$ cat src/rtl/pwm_pkg.sv
// Shared definitions for the PWM output stages: state encoding and default widths.
// Benches import this to probe the dead-time FSM state.
package pwm_pkg;

    localparam int DT_W_DEF = 8;

    typedef enum logic [2:0] {
        ST_OFF = 3'd0,
        ST_LO  = 3'd1,
        ST_HI  = 3'd2,
        ST_DTH = 3'd3,
        ST_DTL = 3'd4
    } pwm_state_t;

endpackage

$ cat src/rtl/pwm_dt_counter.sv
// Dead-band down-counter: parallel load, decrement that holds at zero, and a zero flag.
module pwm_dt_counter #(
    parameter int DT_W = 8
) (
    input  logic            clk,
    input  logic            reset_n,
    input  logic            load,
    input  logic            dec,
    input  logic [DT_W-1:0] load_val,
    output logic [DT_W-1:0] cnt,
    output logic            zero
);

    always_ff @(posedge clk or negedge reset_n) begin
        if (!reset_n) begin
            cnt <= '0;
        end else if (load) begin
            cnt <= load_val;
        end else if (dec && (cnt != '0)) begin
            cnt <= cnt - 1'b1;
        end
    end

    assign zero = (cnt == '0);

endmodule

$ cat src/rtl/pwm_deadtime.sv
// Complementary gate-pair generator with break-before-make dead time, pulse swallowing,
// enable gating and a sticky fault trip. Outputs are a registered decode of the next state.
//
//  state  | meaning
//  -------+------------------------------------------
//  ST_OFF | both sides off, waiting for en and no fault
//  ST_LO  | low side driven
//  ST_HI  | high side driven
//  ST_DTH | dead band, heading to high side
//  ST_DTL | dead band, heading to low side
module pwm_deadtime
    import pwm_pkg::*;
#(
    parameter int DT_W = DT_W_DEF
) (
    input  logic            clk,
    input  logic            reset_n,
    input  logic            en,
    input  logic            pwm_in,
    input  logic [DT_W-1:0] dead_time,
    input  logic            fault,
    input  logic            clr_fault,
    output logic            pwm_hi,
    output logic            pwm_lo,
    output logic            in_dead,
    output logic            fault_latched
);

    pwm_state_t      state, state_next;
    logic            cnt_load, cnt_dec, cnt_zero;
    logic            fault_next;
    logic [DT_W-1:0] cnt;

    pwm_dt_counter #(.DT_W(DT_W)) u_cnt (
        .clk      (clk),
        .reset_n  (reset_n),
        .load     (cnt_load),
        .dec      (cnt_dec),
        .load_val (dead_time),
        .cnt      (cnt),
        .zero     (cnt_zero)
    );

    always_comb begin
        state_next = state;
        cnt_load   = 1'b0;
        cnt_dec    = 1'b0;
        // fault wins over clear when both arrive together
        fault_next = fault ? 1'b1 : (clr_fault ? 1'b0 : fault_latched);

        if (fault || fault_latched || !en) begin
            state_next = ST_OFF;
        end else begin
            case (state)
                ST_OFF: begin
                    state_next = pwm_in ? ST_DTH : ST_DTL;
                    cnt_load   = 1'b1;
                end
                ST_LO: begin
                    if (pwm_in) begin
                        state_next = ST_DTH;
                        cnt_load   = 1'b1;
                    end
                end
                ST_HI: begin
                    if (!pwm_in) begin
                        state_next = ST_DTL;
                        cnt_load   = 1'b1;
                    end
                end
                ST_DTH: begin
                    if (!pwm_in)       state_next = ST_LO;
                    else if (cnt_zero) state_next = ST_HI;
                    else               cnt_dec    = 1'b1;
                end
                ST_DTL: begin
                    if (pwm_in)        state_next = ST_HI;
                    else if (cnt_zero) state_next = ST_LO;
                    else               cnt_dec    = 1'b1;
                end
                default: state_next = ST_OFF;
            endcase
        end
    end

    always_ff @(posedge clk or negedge reset_n) begin
        if (!reset_n) begin
            state         <= ST_OFF;
            pwm_hi        <= 1'b0;
            pwm_lo        <= 1'b0;
            in_dead       <= 1'b0;
            fault_latched <= 1'b0;
        end else begin
            state         <= state_next;
            pwm_hi        <= (state_next == ST_HI);
            pwm_lo        <= (state_next == ST_LO);
            in_dead       <= (state_next == ST_DTH) || (state_next == ST_DTL);
            fault_latched <= fault_next;
        end
    end

endmodule

$ cat config.mk
export PLATFORM = sky130hd
export DESIGN_NAME = pwm_deadtime
export DESIGN_NICKNAME = d
export VERILOG_FILES = /design/src/rtl/pwm_pkg.sv /design/src/rtl/pwm_dt_counter.sv /design/src/rtl/pwm_deadtime.sv
export SDC_FILE = /design/constraint.sdc
export NUM_CORES = 1
export LEC_CHECK = 0
export CORE_MARGIN = 2
export CORE_UTILIZATION = 50
export CTS_CLUSTER_SIZE = 20
export DETAILED_ROUTE_END_ITERATION = 10
export PLACE_DENSITY = 0.78
export SLEW_MARGIN = 20
export SYNTH_ARGS = -nofsm -noshare
export SYNTH_HDL_FRONTEND = slang
export SYNTH_HIERARCHICAL = 1
export SYNTH_SLANG_ARGS = --single-unit
$ cat constraint.sdc
create_clock -name clk -period 3.5 [get_ports clk]
set_clock_uncertainty 0.1 [all_clocks]
set_input_delay 0.7 -clock clk [delete_from_list [all_inputs] [get_ports clk]]
set_output_delay 0.7 -clock clk [all_outputs]
set_load 0.03 [all_outputs]
==> impl_table.tex <==
\begin{tabular}{lr}
\hline
Metric & Value \\
\hline
\multicolumn{2}{l}{\textbf{Finish}} \\
Fraction of layout cells with a size suffix above 1 & between 10\% and 20\% \\
Area growth from synthesis to layout & 23.9\% \\
Finished Layout Cells & 141 \\
Inserted Diodes & 0 \\
Number of nets at the end of the flow & between 100 and 150 \\
\multicolumn{2}{l}{\textbf{Clocking}} \\
Number of setup buffers added after CTS & 0 \\
Clock tree from TritonCTS & done \\
Clock edge transition at the registers on the reported setup and hold paths & 100 ps \\
Clock latency reported for the late side of the worst-skew pair & between 200 and 300 ps \\
Cts hold-fix bufs & 0 \\
CTS root buffer & sky130\_fd\_sc\_hd\_\_clkbuf\_4 \\
H-tree levels & 1 \\
Buffers from clock root to sink, at most & 2 \\
Count of clock tree sinks & 15 \\
Count of instances resized after the clock tree is built & 0 \\
Number of buffers created by CTS & 3 \\
\multicolumn{2}{l}{\textbf{Yosys}} \\
Total of warnings raised by yosys & 6 \\
Number of storage elements in the synthesis netlist & 15 \\
Mean instance size in the synthesized netlist & roughly 9.5 µm² \\
Sequential area share after synthesis & about two fifths \\
Cell Area, Synth & between 900 and 1000 µm² \\
Most repeated cell in the gate-level netlist after synthesis & sky130\_fd\_sc\_hd\_\_dfrtp\_1 \\
Synth Net Count & $\sim$110 \\
Share of synthesized cell area in full adder, half adder and majority cells & under 10\% \\
Count of unique library cells instantiated by Yosys & 39 \\
Area contributors post-synth & sky130\_fd\_sc\_hd\_\_dfrtp\_1 (41\%), sky130\_fd\_sc\_hd\_\_a21oi\_1 (3.2\%), sky130\_fd\_sc\_hd\_\_nor2\_1 (3.2\%), sky130\_fd\_sc\_hd\_\_a2111oi\_4 (3.0\%), sky130\_fd\_sc\_hd\_\_a31oi\_1 (2.7\%) \\
Cell type with the highest aggregate area in the netlist & sky130\_fd\_sc\_hd\_\_dfrtp\_1 \\
Number of enable-type register cells in the synthesized netlist & 0 \\
Most used flip-flop cell after synthesis & sky130\_fd\_sc\_hd\_\_dfrtp\_1 \\
Multiplexer area fraction after synthesis & 0\% \\
Synth Area in XOR/XNOR & 0\% \\
Most instantiated cells after synthesis & sky130\_fd\_sc\_hd\_\_dfrtp\_1 (15), sky130\_fd\_sc\_hd\_\_nor2\_1 (8), sky130\_fd\_sc\_hd\_\_a21oi\_1 (6) \\
Complex-gate fraction of the synthesized area & approximately a quarter \\
Post-synthesis simple-gate area fraction & roughly a quarter \\
Main combinational cell family by area after synthesis & simple AND/OR/NAND/NOR gates \\
Area share of the leading cell type in the synthesized netlist & between 40 and 50\% \\
Post-Synthesis Cells & 97 \\
Post-synthesis async set-or-reset flop share & 100\% \\
\multicolumn{2}{l}{\textbf{Drt}} \\
Drt first-iter violations & 21 \\
Vias per Instance & roughly 6 \\
Total wirelength of the detailed-routed design & 2.02 mm \\
DRC Markers & 0 \\
Remaining antenna violation count after routing & 0 \\
Average wire per cell in the routed design & roughly 14 µm \\
Total via count in the routed design & roughly 830 \\
Number of search-and-repair iterations in the first detailed-routing pass & 4 \\
\multicolumn{2}{l}{\textbf{Placed design}} \\
Setup Slack @ Placement & 306 ps \\
HPWL after DPL & between 1.5 and 2 mm \\
Weighted congestion at the end of routability-driven global placement & 0.817 \\
Count of placed standard cells including taps & roughly 140 \\
Count of input and output buffers & 17 \\
\multicolumn{2}{l}{\textbf{Power and ir drop}} \\
Total power density per cell area & roughly 390 nW/µm² \\
Reported leakage power & 0.447 nW \\
Peak ir drop on the vdd network & $\sim$0.00027 V \\
\multicolumn{2}{l}{\textbf{Timing}} \\
Slew @ Worst Pin & between 600 and 700 ps \\
Rel. slew slack & a little over half \\
Worst setup margin & between 600 and 700 ps \\
Peak clock frequency supported by timing & around 350 MHz \\
Final-layout worst hold slack & approximately 440 ps \\
Ratio of final minimum period to clock period & $\sim$82\% \\
Count of pins over their slew limit & 0 \\
Unrepaired setup endpoints after global routing & no \\
Final critical delay including setup and external delays & 2890 ps \\
Setup\_tns & 0 ps \\
Number of setup violations in the final report & 0 \\
Number of endpoints with negative hold slack in the final report & 0 \\
\multicolumn{2}{l}{\textbf{Worst setup path}} \\
Register-to-register setup slack & about 940 ps \\
Type of origin of the critical path & primary input \\
Top fanout value on the critical path & 7 \\
Arrival time of data at the critical path endpoint & between 2000 and 3000 ps \\
Launching instance or port of the critical path & en \\
Critical Path Sink & u\_cnt/cnt[7] \\
Crit path kind & in -> reg \\
Worst reg2reg path endpoint & u\_cnt/cnt[5] \\
Critical R2R Launch & u\_cnt/cnt[0] \\
Cell count of the worst reg-to-reg path & 8 \\
Required arrival time at the worst endpoint & 3580 ps \\
Setup crit end kind & flop \\
\multicolumn{2}{l}{\textbf{Job}} \\
Max Cap Violations & 0 \\
\multicolumn{2}{l}{\textbf{Floorplanning}} \\
Effective utilization at floorplan & between 50\% and 60\% \\
Die outline width & roughly 47 µm \\
IO Count & 18 \\
Count of standard-cell rows & 15 \\
Full die area & 2210 µm² \\
Die height & between 40 and 50 µm \\
Core region area & around 1700 µm² \\
\multicolumn{2}{l}{\textbf{Global route}} \\
Aggregate global-route resource usage & a little over a fifth \\
Vias in the first global route & about 800 \\
Maximum number of pins on one net before global-route repair & 16 \\
First-pass GRT wire length & about 3.4 mm \\
Global route total overflow & 0 \\
Initial antenna violation count & 0 \\
\multicolumn{2}{l}{\textbf{Run status}} \\
Run status & finished, final reports clean \\
\multicolumn{2}{l}{\textbf{Worst hold path}} \\
Number of stages on the worst hold path & 1 \\
Path category of the worst min-delay check & reg -> reg \\
\hline
\end{tabular}
flip-flops by register name, indices dropped and copies added (netlist names):
register and count:
in_dead 1, state 3, pwm_hi 1, fault_latched 1
pwm_lo 1, u_cnt/cnt 8
worst min-delay path by stage:
stage / startpoint / to
2_1_floorplan: reset_n / fault_latched
3_3_place_gp: fault_latched / fault_latched
3_5_place_dp: fault_latched / fault_latched
4_1_cts: state[0] / state[2]
5_1_grt: state[0] / state[2]
6_report: fault_latched / fault_latched
critical path, cell delays in order:
cell	delay (ps)
sky130_fd_sc_hd__clkdlybuf4s50_1	470
sky130_fd_sc_hd__or3b_1	500
sky130_fd_sc_hd__nor3_1	250
sky130_fd_sc_hd__or3b_1	470
sky130_fd_sc_hd__o311a_1	320
sky130_fd_sc_hd__a221o_1	260
cells in the final DEF (no fill, tap or decap), types with 2 or more instances in the layout:
master,n
sky130_fd_sc_hd__ha_1,2
sky130_fd_sc_hd__a31oi_1,4
sky130_fd_sc_hd__a221o_1,2
sky130_fd_sc_hd__nor2_1,8
sky130_fd_sc_hd__nand4_1,2
sky130_fd_sc_hd__or4_1,3
sky130_fd_sc_hd__nand2_1,4
sky130_fd_sc_hd__nand3_1,3
sky130_fd_sc_hd__nor2b_1,3
sky130_fd_sc_hd__buf_4,3
sky130_fd_sc_hd__o21ai_0,3
sky130_fd_sc_hd__clkbuf_4,3
sky130_fd_sc_hd__a211o_1,2
sky130_fd_sc_hd__inv_1,4
sky130_fd_sc_hd__nor3_1,5
sky130_fd_sc_hd__nand2b_1,2
sky130_fd_sc_hd__or3b_1,2
sky130_fd_sc_hd__clkdlybuf4s50_1,17
sky130_fd_sc_hd__nor3b_1,3
sky130_fd_sc_hd__dfrtp_1,15
sky130_fd_sc_hd__o31ai_1,2
sky130_fd_sc_hd__a21oi_1,6
report_power, final:
| group | leakage, nW | internal (mW) | switching, mW |
|---|---|---|---|
| sequential | 0.189 | 0.198 | 0.0281 |
| clock | 0.0177 | 0.0424 | 0.0577 |
| combinational | 0.239 | 0.0627 | 0.0615 |
| total | 0.447 | 0.303 | 0.147 |
through the flow:
step                      utilization [%]  total power [mW]  area, µm²
after floorplan                         -             0.309        926
after global placement               64.9             0.345       1120
after detailed placement             64.9             0.353       1120
after CTS                            66.4             0.456       1150
after global routing                 66.4             0.486       1150
final                                66.4             0.450       1150
cells by family (layout without fill, tap and decap cells):
group	after synthesis	in the layout
buffers and inverters	10	29
flip-flops	15	15
AND/OR/NAND/NOR	41	41
AO/OA/AOI/OAI	29	29
adder cells (fa/ha/maj)	2	2
metal layers:
| layer | track usage (%) | vias up | routed length, µm |
|---|---|---|---|
| li1 | - | 411 | - |
| met3 | 3.46 | 4 | 92 |
| met1 | 24.9 | 391 | 840 |
| met5 | 0 | - | 0 |
| met2 | 39.2 | 28 | 1050 |
| met4 | 10.0 | 0 | 36 |
area by class of cell:
cell class                      count  area, µm²
Timing Repair Buffer               20        193
Tap cell                           25       31.3
Fill cell                         151        579
Clock inverter                      1       5.00
Multi-Input combinational cell     72        502
Clock buffer                        3       22.5
Sequential cell                    15        375
Inverter                            5       18.8
(Power assumes the default switching activity.)
